**config.mk**
```make
export PLATFORM = sky130hd
export DESIGN_NAME = digit_melody_seq
export DESIGN_NICKNAME = d
export VERILOG_FILES = /design/src/rtl/digit_melody_seq.sv
export SDC_FILE = /design/constraint.sdc
export NUM_CORES = 1
export LEC_CHECK = 0
export ABC_AREA = 1
export CAP_MARGIN = 20
export CORE_ASPECT_RATIO = 1.2
export CORE_MARGIN = 4
export CORE_UTILIZATION = 58
export CTS_CLUSTER_DIAMETER = 40
export DETAILED_ROUTE_END_ITERATION = 12
export PLACE_DENSITY = 0.89
export SYNTH_ARGS = -nofsm -noshare
export SYNTH_HDL_FRONTEND = slang
export SYNTH_SLANG_ARGS = --single-unit
```
**constraint.sdc**
```tcl
create_clock -name clk -period 4.97 [get_ports clk]
set_input_delay 0.7455 -clock clk [delete_from_list [all_inputs] [get_ports clk]]
set_output_delay 0.7455 -clock clk [all_outputs]
set_load 0.005 [all_outputs]
```
**src/rtl/digit_melody_seq.sv**
```systemverilog
// Plays a latched 4-digit BCD result as a note sequence: an optional sign tone,
// then one tone per digit starting at the first nonzero digit. Each note is followed by a gap.
module digit_melody_seq #(
  parameter int          NOTE_CYCLES = 8,
  parameter int          GAP_CYCLES  = 2,
  parameter logic [3:0]  SIGN_NOTE   = 4'hB
) (
  input  logic       clk,
  input  logic       reset,
  input  logic       start,
  input  logic       stop,
  input  logic [3:0] num1,
  input  logic [3:0] num2,
  input  logic [3:0] num3,
  input  logic [3:0] num4,
  input  logic       sign,
  output logic [3:0] note,
  output logic       tone_en,
  output logic       busy,
  output logic       done
);

  typedef enum logic [2:0] {IDLE, SIGN, PLAY, GAP, FIN} state_e;

  localparam logic [15:0] NOTE_LOAD = 16'(NOTE_CYCLES - 1);
  localparam logic [15:0] GAP_LOAD  = 16'((GAP_CYCLES > 0) ? (GAP_CYCLES - 1) : 0);

  state_e            state_q, state_d;
  logic [15:0]       cnt_q, cnt_d;
  logic [2:0]        idx_q, idx_d;
  logic [0:3][3:0]   digits_q, digits_d;
  logic              sign_q, sign_d;
  logic [3:0]        note_q, note_d;
  logic              tone_en_q, tone_en_d;
  logic              busy_q, busy_d;
  logic              done_q, done_d;

  logic              playGo;
  logic [1:0]        playIdx;
  logic [1:0]        firstIdx;
  logic [3:0]        playDigit;
  logic [0:3][3:0]   srcDigits;

  always_comb begin
    if (num1 != 4'd0)      firstIdx = 2'd0;
    else if (num2 != 4'd0) firstIdx = 2'd1;
    else if (num3 != 4'd0) firstIdx = 2'd2;
    else                   firstIdx = 2'd3;
  end

  // idx_q always holds the index of the next digit to play; bit 2 set means none left.
  always_comb begin
    state_d   = state_q;
    cnt_d     = cnt_q;
    idx_d     = idx_q;
    digits_d  = digits_q;
    sign_d    = sign_q;
    note_d    = 4'h0;
    tone_en_d = 1'b0;
    busy_d    = 1'b1;
    done_d    = 1'b0;
    playGo    = 1'b0;
    playIdx   = idx_q[1:0];
    playDigit = 4'h0;
    srcDigits = digits_q;

    case (state_q)
      IDLE: begin
        busy_d = 1'b0;
        if (start && !stop) begin
          digits_d  = {num1, num2, num3, num4};
          srcDigits = {num1, num2, num3, num4};
          sign_d    = sign;
          busy_d    = 1'b1;
          if (sign) begin
            state_d   = SIGN;
            cnt_d     = NOTE_LOAD;
            idx_d     = {1'b0, firstIdx};
            note_d    = SIGN_NOTE;
            tone_en_d = 1'b1;
          end else begin
            playGo  = 1'b1;
            playIdx = firstIdx;
          end
        end
      end
      SIGN: begin
        if (cnt_q != 16'd0) begin
          cnt_d     = cnt_q - 16'd1;
          note_d    = SIGN_NOTE;
          tone_en_d = 1'b1;
        end else if (GAP_CYCLES > 0) begin
          state_d = GAP;
          cnt_d   = GAP_LOAD;
        end else begin
          playGo = 1'b1;
        end
      end
      PLAY: begin
        if (cnt_q != 16'd0) begin
          cnt_d     = cnt_q - 16'd1;
          note_d    = note_q;
          tone_en_d = tone_en_q;
        end else if (GAP_CYCLES > 0) begin
          state_d = GAP;
          cnt_d   = GAP_LOAD;
        end else if (idx_q[2]) begin
          state_d = FIN;
          cnt_d   = 16'd0;
          done_d  = 1'b1;
        end else begin
          playGo = 1'b1;
        end
      end
      GAP: begin
        if (cnt_q != 16'd0) begin
          cnt_d = cnt_q - 16'd1;
        end else if (idx_q[2]) begin
          state_d = FIN;
          cnt_d   = 16'd0;
          done_d  = 1'b1;
        end else begin
          playGo = 1'b1;
        end
      end
      FIN: begin
        state_d = IDLE;
        cnt_d   = 16'd0;
        busy_d  = 1'b0;
      end
      default: begin
        state_d = IDLE;
        cnt_d   = 16'd0;
        busy_d  = 1'b0;
      end
    endcase

    // Invalid BCD digits keep their time slot but stay silent.
    if (playGo) begin
      state_d   = PLAY;
      cnt_d     = NOTE_LOAD;
      idx_d     = {1'b0, playIdx} + 3'd1;
      playDigit = srcDigits[playIdx];
      if (playDigit <= 4'd9) begin
        note_d    = playDigit;
        tone_en_d = 1'b1;
      end
    end

    if (stop && (state_q != IDLE)) begin
      state_d   = IDLE;
      cnt_d     = 16'd0;
      idx_d     = 3'd0;
      note_d    = 4'h0;
      tone_en_d = 1'b0;
      busy_d    = 1'b0;
      done_d    = 1'b0;
    end
  end

  always_ff @(posedge clk) begin
    if (reset) begin
      state_q   <= IDLE;
      cnt_q     <= 16'd0;
      idx_q     <= 3'd0;
      digits_q  <= '0;
      sign_q    <= 1'b0;
      note_q    <= 4'h0;
      tone_en_q <= 1'b0;
      busy_q    <= 1'b0;
      done_q    <= 1'b0;
    end else begin
      state_q   <= state_d;
      cnt_q     <= cnt_d;
      idx_q     <= idx_d;
      digits_q  <= digits_d;
      sign_q    <= sign_d;
      note_q    <= note_d;
      tone_en_q <= tone_en_d;
      busy_q    <= busy_d;
      done_q    <= done_d;
    end
  end

  assign note    = note_q;
  assign tone_en = tone_en_q;
  assign busy    = busy_q;
  assign done    = done_q;

endmodule

```
== After elaboration in Yosys (flattened, before gate mapping) ==
Index checks and enable logic that the tools add are counted.
Storage, ports and cells
  flip-flop bits (word level): 45
  output and inout bits: 7
  logic and storage cells: 107
Cells by class
  add/sub/neg operators: 2
  $lt $le $gt $ge: 2
  eq/ne operators: 15
  mux-type cells: 51
  bitwise gates (word level): 2
  reduce and logical (&&, ||, !) cells: 22
Operators by type and width (number)
  2-to-1 mux 16 bit: 7
  case mux 16 bit (3 select lines): 1
  2-to-1 mux 4 bit: 8
  2-to-1 mux 3 bit: 10
  inequality test 3 bit (second input constant): 6
  nonzero test 16 bit: 1
  subtractor 16 x 1 -> 16 bit (second input constant): 1
  2-to-1 mux 1 bit: 13
  2-to-1 mux 2 bit: 6
  case mux 4 bit (3 select lines): 1
  nonzero test 4 bit: 3
  inequality test 2 bit (second input constant): 5
  AND reduction 5 bit: 2
  case mux 3 bit (3 select lines): 1
  AND reduction 3 bit: 3
  binary-select mux 4 bit (select 2 bit): 1
  equality test 3 x 2 -> 1 bit (second input constant): 2
  nonzero test 2 bit: 3
  OR reduction 3 bit: 2
  less-or-equal comparator 4 bit (second input constant): 1
  inequality test 4 bit (second input constant): 1
  case mux 1 bit (2 select lines): 2
  OR reduction 2 bit: 2
  OR reduction 4 bit: 1
  other kinds (10): 11

== Depth between registers and ports, before layout ==
Gate-level depths: netlist of run 1.
  word-level depth: 14
  gate-level depth with buffers: 14
  mapped depth without buffers: 14

== Worst setup path before layout of run 1 ==
No wires, ideal clock.
  path kind: input-to-reg
  start: in num1[3]
  end: reg note_q[0] (netlist: note[0])
  data arrival time: 1875 ps
  required time: 4855 ps
  slack: 2980 ps
  stages: 12
  path buffers: 0
  cells stage by stage: inv_1 -> nand2_1 -> nor2_1 -> nand2_1 -> nand2_1 -> o21ai_2 -> inv_2 -> nand3_1 -> nand2_1 -> nand3_2 -> a21oi_1 -> nor2_1
On the way
  cells in the longest elaborated chain, start to end: 12
  elaborated cells between the ends (all ways): 14
Ends and longest elaborated chain
  from (decl): line 12  | input logic [3:0] num1,
  nonzero test 4 bit: line 45  | if (num1 != 4'd0) firstIdx = 2'd0;
  2-to-1 mux 2 bit: line 45
  2-to-1 mux 2 bit: line 75  | if (sign) begin
  2-to-1 mux 2 bit: line 70  | if (start && !stop) begin
  2-to-1 mux 2 bit: line 67  | case (state_q)
  inverter 2 -> 3 bit (implied by the code): line 143  | playDigit = srcDigits[playIdx];
  binary-select mux 4 bit (select 2 bit) *: line 143
  2-to-1 mux 4 bit (implied by the code) * (2 in series): line 143
  less-or-equal comparator 4 bit: line 144  | if (playDigit <= 4'd9) begin
  2-to-1 mux 4 bit *: line 144
  2-to-1 mux 4 bit *: line 139  | if (playGo) begin
  to (signal assigned): line 178  | note_q <= note_d;
  to (decl): line 33  | logic [3:0] note_q, note_d;
Every way passes the cells marked *; elsewhere a longest branch is shown, timed or not. The select of a mux whose other input is x is not followed.
A chain may end at the register's enable or synchronous reset.

== Worst setup path in the final report of run 1 ==
  start: in start
  end: reg note_q[0] (netlist: note[0])
On the way
  cells in the longest elaborated chain, start to end: 10
  elaborated cells between the ends (all ways): 16
Ends and longest elaborated chain
  from (decl): line 10  | input logic start,
  logical AND 1 bit *: line 70
  2-to-1 mux 2 bit: line 70
  2-to-1 mux 2 bit: line 67
  inverter 2 -> 3 bit (implied by the code): line 143
  binary-select mux 4 bit (select 2 bit): line 143
  2-to-1 mux 4 bit (implied by the code) (2 in series): line 143
  less-or-equal comparator 4 bit: line 144
  2-to-1 mux 4 bit: line 144
  2-to-1 mux 4 bit *: line 139
Marks and branches as above.

==> impl_metrics.tcl, run 1 <==
set metrics [dict create \
    outcome "finished, final reports clean" \
    power-per-cell-area_nw_per_um2 562.2 \
    area_of_the_multi_input_gates_um2 1388 \
    floorplan_core_area_um2 4262 \
    number_of_design_rule_violations_left_by_the_first_detailed_router_iteration 128 \
    syn-instance-count 373 \
    final_min_period_over_clock_period 0.5212 \
    seq_power_share 0.297 \
    post-dp-hpwl_mm 4.392 \
    port_buffers 27 \
    final_core_util 0.6988 \
    setup_tns_ns 0 \
    netlist-cell-type-count 33 \
    tritoncts "yes" \
    cp_max_fo 14 \
    crit_buf_inv 2 \
    cts_resized 0 \
    criticalPathCategory "in -> reg" \
    setup.worst_path.end_class "flop" \
    vias 2435 \
    layout.cells.most_common "nand2_1" \
    final.setup_skew_ns 0.01214 \
    grt_setup_unrepaired "no" \
    grt_usage 0.2240 \
    drt_wl_total_mm 5.732 \
    layout.area.seq_um2 900.9 \
    insertion_delay_ns 0.31 \
    synth.yosys.warnings 0 \
    pin_count 28 \
    post_drt_wl_per_cell_um 12.54 \
    initial_utilization 0.6010 \
    path_delay_family "simple AND/OR/NAND/NOR gates" \
    mappedNetlistArea_um2 2561 \
    power.share.switching 0.4599 \
    p_int_mw 0.9042 \
    slew-limit-headroom 0.5655 \
    post-route-min-period_ns 2.591 \
    cts-buffers-inserted 5 \
    die_y_um 80.80 \
    worstPathRequired_ns 5.17 \
    timing.final.max_slew_violations 0 \
    cts-root-buf "clkbuf_8" \
    dr.pass1.iters 4 \
    grt.overflow.total 0 \
    num_rows 26 \
    chipWidth_um 68.66 \
    cts.sinks 45 \
    yosys.area.top_type "dfxtp_1" \
    critPathSlowestCell "clkdlybuf4s50_1" \
    cts.repair_timing.setup_buffer_count 0 \
    drv.max_cap_violation_count 0 \
    cp_common_cell "nand2_1" \
    wire_length_of_the_first_global_routing_pass_mm 9.563 \
    finalHoldViolations 0 \
    ctsHtreeMaxLevel 2 \
    grt_max_degree 18 \
    place.gp.congestion 0.9125 \
    rrSetupSlack_ns 2.67 \
    detail_route.vias_per_cell 5.328 \
    final.fill_count 343 \
    measured_slew_at_the_worst_slew_check_pin_ns 0.6497 \
    irDropWorstVdd_v 0.0002677 \
    switching_power_mw 0.7701 \
    synth-seq-area-share 0.3517 \
    floorplan.die_area_um2 5547 \
    most-common-layout-cells "nand2_1 (84), inv_1 (48), nor2_1 (47), dfxtp_1 (45), clkdlybuf4s50_1 (27)" \
    total_nets_final 424 \
    cts_hold_repair_buffers 0 \
    max_clock_freq_ghz 0.3860 \
    initial_antenna_violation_count 0 \
    combPwrFrac 0.526 \
    path_clk_slew_ns 0.09 \
    data_arrival_critical_path_ns 2.79 \
    number_of_global_route_vias_before_repair 2423 \
    min-delay-path-class "reg -> reg" \
    critical_path.cell_chain "clkdlybuf4s50_1 > inv_1 > nor2_2 > nand3_2 > nand2_1 > nand2_1 > nand3_1 > nand3_1 > nand2_1 > nand3_2 > a21oi_1 > nor2_1" \
    ys_top_cells_by_area "dfxtp_1 (35%), nand2_1 (12%), inv_1 (7.0%)" \
    fin_hold_ws_ns 0.4768 \
    syn2layout_area_growth_pct 16.27 \
    p_clk_frac 0.177 \
    cpPeakStageDelay_ns 0.56 \
    synthesis.nets 397 \
    synth_top_cell_area_share 0.3517 \
    synthesis.area_per_instance_um2 6.867 \
    insertedDiodeCount 0 \
    detail_route.drc_violations 0 \
    power.leakage_nw 1.318 \
    detail-route-antenna-nets 0 \
    startpoint_type "primary input" \
    cts_buffer_depth 2 \
    yosys_register_bits 45 \
    drive_gt1_frac 0.1122 \
    setup_viol 0 \
]
-- layout make-up --
| class | count | share of cell area |
|---|---|---|
| clock buffer | 6 | 0.02773 |
| clock inverter | 2 | 0.01261 |
| inverter | 59 | 0.07689 |
| multi-input combinational | 262 | 0.4660 |
| sequential | 45 | 0.3025 |
| tap | 56 | 0.02353 |
| timing repair buffer | 27 | 0.09076 |
-- metal layers --
layer	wire, um	part of all wire	global-route usage	up-vias
met5	0	0	0	-
met4	156	0.027	0.1054	0
met3	200	0.035	0.04979	15
met2	2947	0.51	0.4298	55
met1	2428	0.42	0.2168	1113
li1	-	-	-	1252
-- cell families (layout without fill, tap and decap cells) --
group | after synthesis | count (layout) | synth area share
XOR/XNOR | 6 | 6 | 0.02052
flip-flops | 45 | 45 | 0.3517
adder cells (fa/ha/maj) | 3 | 3 | 0.01466
buffers and inverters | 66 | 94 | 0.1065
multiplexers | 2 | 2 | 0.007817
AO/OA/AOI/OAI | 57 | 57 | 0.1216
AND/OR/NAND/NOR | 194 | 194 | 0.3771
-- power by group through the flow --
stage | Combinational, mW | Sequential (mW) | Clock [mW]
global route | 0.986 | 0.506 | 0.310
floorplan | 0.675 | 0.495 | 0
finish | 0.881 | 0.498 | 0.296
global placement | 0.843 | 0.503 | 0
detailed placement | 0.864 | 0.506 | 0
CTS | 0.873 | 0.497 | 0.298
-- through the flow --
| step | cells | power [mW] | cell area [um^2] | setup WS (ns) |
|---|---|---|---|---|
| global route | 457 | 1.802 | 2978 | 2.141 |
| CTS | 457 | 1.668 | 2978 | 2.389 |
| detailed placement | 449 | 1.370 | 2858 | 2.117 |
| floorplan | 373 | 1.171 | 2561 | 2.980 |
| global placement | 449 | 1.347 | 2858 | 2.120 |
| finish | 457 | 1.674 | 2978 | 2.379 |
-- registers in the layout, summed over array words and instances, names as in the netlist --
register / cells
state_q: 3
note: 4
idx_q: 3
tone_en: 1
busy: 1
digits_q: 16
done: 1
cnt_q: 16
-- Yosys cell counts (all sizes together) --
cell type / instances
a31oi: 1
clkbuf: 3
nand3: 28
a211oi: 4
nor3: 13
nor2: 54
xnor2: 1
o21ai: 25
buf: 4
a21oi: 27
ha: 3
mux2i: 2
nand4: 9
nand2: 90
xor2: 5
dfxtp: 45
inv: 59
-- worst reg2reg max path, stage by stage (launching register included) --
cell,delay [ns]
dfxtp_1,0.31
inv_1,0.13
ha_1,0.20
nand2_1,0.08
nor3_2,0.20
nand4_1,0.18
nand2_1,0.38
inv_2,0.13
o21ai_2,0.13
inv_2,0.09
nor2_4,0.16
inv_2,0.10
a21oi_1,0.14
-- final timing paths --
check,cells after the start,endpoint,start
min,2,digits_q[5]$_SDFF_PP0_,digits_q[5]$_SDFF_PP0_
min reg2reg,2,digits_q[5]$_SDFF_PP0_,digits_q[5]$_SDFF_PP0_
max,12,note[0]$_SDFF_PP0_,start
max reg2reg,12,cnt_q[11]$_SDFFE_PP0P_,cnt_q[0]$_SDFFE_PP0P_
Power figures use the tool's default switching activity.
==> run 2: changes to the inputs <==
CORE_UTILIZATION = 56   (was 58)
PLACE_DENSITY = 0.86   (was 0.89)
clock period = 2.55 ns   (was 4.97 ns; I/O delays follow)
==> run 2 against run 1 <==
  * Final cell count is 1.1% higher
  * Setup slack worse by 2.0 ns
  * Routed wire length is 2.4% higher
  * Die area is 3.2% higher
  * Hold slack worse by 0.0064 ns
  * Clock skew is 0.0018 ns higher
  * Combinational power is 100% higher
  * Largest power group unchanged
==> impl_metrics.tcl, run 2 (synthesis results as in run 1) <==
set metrics [dict create \
    critical_path.cell_chain "inv_1 > ha_1 > nand2_1 > nor3_2 > nand4_1 > nand2_1 > inv_2 > o21ai_2 > inv_2 > nor2_4 > inv_2 > nor3_2" \
    cts-root-buf "clkbuf_8" \
    syn2layout_area_growth_pct 16.81 \
    cp_max_fo 7 \
    dr.pass1.iters 4 \
    cts.sinks 45 \
    initial_utilization 0.5920 \
    drive_gt1_frac 0.1232 \
    most-common-layout-cells "nand2_1 (84), inv_1 (48), nor2_1 (47), dfxtp_1 (45), clkdlybuf4s50_1 (27)" \
    fin_total_pwr_mw 3.207 \
    post-route-min-period_ns 2.137 \
    final_min_period_over_clock_period 0.8378 \
    criticalPathCategory "reg -> reg" \
    vias 2425 \
    critPathSlowestCell "dfxtp_1" \
    power-per-cell-area_nw_per_um2 1072 \
    outcome "finished, final reports clean" \
    drv.max_cap_violation_count 0 \
    cpPeakStageDelay_ns 0.31 \
    setup_viol 0 \
    ctsHtreeMaxLevel 2 \
    floorplan_core_area_um2 4327 \
    cts-buffers-inserted 5 \
    insertedDiodeCount 0 \
    postLayoutCellArea_um2 2992 \
    detail_route.drc_violations 0 \
    initial_antenna_violation_count 0 \
    pin_count 28 \
    wire_length_of_the_first_global_routing_pass_mm 10.29 \
    total_nets_final 429 \
    post-dp-hpwl_mm 4.657 \
    cts_resized 0 \
    final_core_util 0.6914 \
    cts_hold_repair_buffers 0 \
    grt_max_degree 17 \
    port_buffers 27 \
    startpoint_type "flop" \
    setup_tns_ns 0 \
    die_y_um 82.08 \
    grt.overflow.total 0 \
    path_clk_slew_ns 0.09 \
    cp_common_cell "inv_2" \
    layout.cells.most_common "nand2_1" \
    number_of_design_rule_violations_left_by_the_first_detailed_router_iteration 136 \
    final.setup_skew_ns 0.01395 \
    setup_ws_ns 0.4135 \
    finalHoldViolations 0 \
    place_ws_ns 0.1174 \
    tritoncts "yes" \
    placed_cell_area_um2 2895 \
    slew-limit-headroom 0.6865 \
    cts.repair_timing.setup_buffer_count 0 \
    drt_wl_total_mm 5.870 \
    detail_route.vias_per_cell 5.249 \
    irDropWorstVdd_v 0.0003965 \
    floorplan.die_area_um2 5724 \
    min-delay-path-class "reg -> reg" \
    max_clock_freq_ghz 0.4681 \
    power.leakage_nw 1.336 \
    data_arrival_critical_path_ns 2.38 \
    fin_hold_ws_ns 0.4704 \
    place.gp.congestion 0.8478 \
    number_of_global_route_vias_before_repair 2462 \
    measured_slew_at_the_worst_slew_check_pin_ns 0.4653 \
    grt_setup_unrepaired "no" \
    post_drt_wl_per_cell_um 12.71 \
    grt_usage 0.2228 \
    timing.final.max_slew_violations 0 \
    setup.worst_path.end_class "flop" \
    insertion_delay_ns 0.31 \
    cts_buffer_depth 2 \
    instances_no_fill 462 \
    detail-route-antenna-nets 0 \
    dpl.cell_count 454 \
    chipWidth_um 69.74 \
    worstPathRequired_ns 2.79 \
    num_rows 26 \
]
==> run 2: cell count changes in the layout (fill, tap and decap cells not counted), sizes merged <==
cell / previous run / this run
clkinvlp: 1 / 0
clkinv: 0 / 2
bufinv: 1 / 0
buf: 0 / 5
==> run 2: power breakdown <==
group / internal (mW) / switching [mW]
registers: 0.861 / 0.111
logic: 0.616 / 1.15
clock network: 0.220 / 0.254
total: 1.70 / 1.51
==> run 2: area by class of cell <==
class                      instances  area (um^2)
multi-input combinational        262         1388
fill                             364         1335
sequential                        45        900.9
timing repair buffer              32        307.8
inverter                          59        229.0
clock buffer                       6        82.58
tap                               56        70.07
clock inverter                     2        13.76
==> run 2: critical path, delay by kind of cell, from the launching register on <==
kind,cells,cell delay [ns]
simple gates,6,1.02
fa+ha+maj,1,0.23
flops,1,0.31
buf+inv,4,0.41
compound gates,1,0.10
==> run 2: worst paths after layout <==
check                                from                       to  slack (ns)  cells past startpoint
setup reg to reg    cnt_q[0]$_SDFFE_PP0P_    cnt_q[8]$_SDFFE_PP0P_        0.41                     12
hold reg to reg   digits_q[14]$_SDFF_PP0_  digits_q[14]$_SDFF_PP0_        0.47                      2
hold / removal    digits_q[14]$_SDFF_PP0_  digits_q[14]$_SDFF_PP0_        0.47                      2
setup / recovery    cnt_q[0]$_SDFFE_PP0P_    cnt_q[8]$_SDFFE_PP0P_        0.41                     12
==> run 2: layer usage <==
metal / vias up / GRT usage / part of all wire
li1: 1253 / - / -
met1: 1095 / 0.2399 / 0.42
met2: 61 / 0.4113 / 0.51
met3: 16 / 0.04406 / 0.038
met4: 0 / 0.1264 / 0.028
met5: - / 0 / 0
==> run 3: changes to the inputs <==
CORE_UTILIZATION = 51   (was 56)
PLACE_DENSITY = 0.83   (was 0.86)
clock period = 1.86 ns   (was 2.55 ns; I/O delays follow)
==> run 3 against run 2 <==
  * The flow now finishes with violations (negative setup slack)
  * Routed wire length grew 53%
  * Cell area grew 32%
  * Sequential share of layout area is 7.0 points lower
  * Clock skew down 0.0071 ns
  * Critical path type is now in -> reg
  * Largest cell class unchanged
==> impl_metrics.tcl, run 3 (synthesis results as in run 1) <==
set metrics [dict create \
    num_rows 28 \
    wire_length_of_the_first_global_routing_pass_mm 11.41 \
    vias 3049 \
    cp_common_cell "nand2_1" \
    setup_ws_ns -0.1127 \
    finalHoldViolations 0 \
    initial_antenna_violation_count 0 \
    path_clk_slew_ns 0.09 \
    slew-limit-headroom 0.7648 \
    crit-reg2reg-launch "state_q[1]$_SDFFE_PP0P_" \
    power-per-cell-area_nw_per_um2 1474 \
    switching_power_mw 2.630 \
    grt_usage 0.2277 \
    drv.max_cap_violation_count 0 \
    fin_hold_ws_ns 0.3296 \
    area_of_the_multi_input_gates_um2 1600 \
    critPathSlowestCell "clkdlybuf4s50_1" \
    insertedDiodeCount 0 \
    grt_max_degree 17 \
    critical_path.cell_chain "clkdlybuf4s50_1 > inv_1 > nand2_1 > nor2_1 > buf_4 > nand2_1 > nand2_1 > o21ai_4 > inv_4 > nand3_1 > nand2_2 > nand3_4 > nand3_2 > nand2_1 > nor2_1" \
    number_of_global_route_vias_before_repair 2721 \
    grt_setup_unrepaired "yes" \
    timing.final.max_slew_violations 0 \
    cts_buffer_depth 2 \
    drive_gt1_frac 0.3740 \
    initial_utilization 0.5222 \
    rrSetupSlack_ns -0.10 \
    post-dp-hpwl_mm 5.261 \
    insertion_delay_ns 0.30 \
    max_clock_freq_ghz 0.5069 \
    place.gp.congestion 0.8834 \
    worst_hold_path.endpoint "digits_q[13]$_SDFF_PP0_" \
    cp_max_fo 5 \
    worst_r2r_endpoint "tone_en$_SDFF_PP0_" \
    dr.pass1.iters 5 \
    detail_route.vias_per_cell 5.524 \
    criticalPathCategory "in -> reg" \
    power.leakage_nw 1.837 \
    number_of_design_rule_violations_left_by_the_first_detailed_router_iteration 189 \
    detail_route.drc_violations 0 \
    startpoint_type "primary input" \
    total_nets_final 515 \
    irDropWorstVdd_v 0.0006619 \
    final.fill_count 292 \
    cpPeakStageDelay_ns 0.43 \
    pin_count 28 \
    measured_slew_at_the_worst_slew_check_pin_ns 0.3501 \
    most-common-layout-cells "buf_4 (81), nand2_1 (69), inv_1 (43), nor2_1 (42), dfxtp_1 (38)" \
    data_arrival_critical_path_ns 2.20 \
    cts_hold_repair_buffers 0 \
    worst_hold_path.num_cells 3 \
    floorplan_core_area_um2 4905 \
    post_drt_wl_per_cell_um 16.29 \
    ctsHtreeMaxLevel 2 \
    min-delay-path-class "in -> reg" \
    setup.worst_path.end_class "flop" \
    layout.area.seq_um2 912.1 \
    tritoncts "yes" \
    setup_viol 4 \
    cts-buffers-inserted 5 \
    chipWidth_um 72.69 \
    drt_wl_total_mm 8.992 \
    detail-route-antenna-nets 0 \
    r2r.worst_path.cells 13 \
    failing_checks "negative setup slack" \
    cts.sinks 45 \
    layout.cells.most_common "buf_4" \
    worstPathRequired_ns 2.09 \
    power.share.switching 0.4520 \
    final.setup_skew_ns 0.006803 \
    outcome "finished with violations" \
    final_min_period_over_clock_period 1.061 \
    syn2layout_area_growth_pct 54.18 \
    port_buffers 27 \
    setup_tns_ns -0.3054 \
    p_int_mw 3.189 \
    post-route-min-period_ns 1.973 \
    combPwrFrac 0.649 \
    floorplan.die_area_um2 6224 \
    p_clk_frac 0.116 \
    seq_power_share 0.234 \
    die_y_um 85.63 \
    grt.overflow.total 0 \
    hp-start "num1[1]" \
    place_ws_ns -0.3112 \
    cts-root-buf "clkbuf_8" \
]
-- run 3: cell count changes in the layout (fill, tap and decap cells not counted), sizes merged, moves of 2 or more --
cell / previous run / this run
clkdlybuf4s50: 27 / 24
buf: 5 / 90
dlymetal6s2s: 0 / 3
inv: 59 / 57
-- run 3: power by group through the flow --
| stage | combinational [mW] | clock, mW | sequential [mW] |
|---|---|---|---|
| 2_1_floorplan | 1.80 | 0 | 1.32 |
| 3_3_place_gp | 2.79 | 0 | 1.33 |
| 3_5_place_dp | 2.90 | 0 | 1.34 |
| 4_1_cts | 3.04 | 0.672 | 1.32 |
| 5_1_grt | 4.03 | 0.721 | 1.38 |
| 6_report | 3.78 | 0.677 | 1.36 |
-- run 3: final cells by class --
type	instances	area share
clock buffer	7	0.02440
clock inverter	1	0.001267
inverter	59	0.06242
multi-input combinational	263	0.4053
sequential	45	0.2310
tap	60	0.01901
timing repair buffer	117	0.2567
-- run 3: worst max-delay path, delay by kind of cell --
family | cells | cell delay, ns
buffers and inverters | 4 | 0.79
AO/OA/AOI/OAI | 1 | 0.13
AND/OR/NAND/NOR | 10 | 0.98
-- run 3: what timing repair did --
| action | 4_1_cts | 5_1_grt |
|---|---|---|
| cloned | 0 | 1 |
| resized for setup | 5 | 77 |
| pin swaps | 4 | 28 |
| endpoints found under the setup margin | 12 | 23 |
| buffers inserted | 6 | 19 |
-- run 3: per-stage QoR --
step	util	instance area, um^2	instances	total power [mW]
3_3_place_gp	0.6857	3363	518	4.123
3_5_place_dp	0.6857	3363	518	4.241
6_report	0.8051	3949	552	5.819
4_1_cts	0.7186	3525	532	5.034
2_1_floorplan	-	2561	373	3.128
5_1_grt	0.8051	3949	552	6.138
-- run 3: how the worst max path moves through the flow --
stage                                        to  slack, ns  depth (start not counted)                  start
after CTS                 cnt_q[8]$_SDFFE_PP0P_     0.0002                         12  cnt_q[0]$_SDFFE_PP0P_
after detailed placement     tone_en$_SDFF_PP0_      -0.31                         13                  start
after global placement       tone_en$_SDFF_PP0_      -0.18                         13                  start
final                        note[0]$_SDFF_PP0_      -0.11                         15                num1[2]
after floorplan           cnt_q[8]$_SDFFE_PP0P_       0.18                         12  cnt_q[0]$_SDFFE_PP0P_
after global routing         note[0]$_SDFF_PP0_      -0.19                         15                num1[2]
-- run 3: layer usage --
metal,part of all wire,vias to the layer above,track usage
met5,0,-,0
met2,0.52,148,0.4228
met3,0.053,59,0.03517
li1,-,1430,-
met1,0.36,1412,0.2430
met4,0.062,0,0.1141
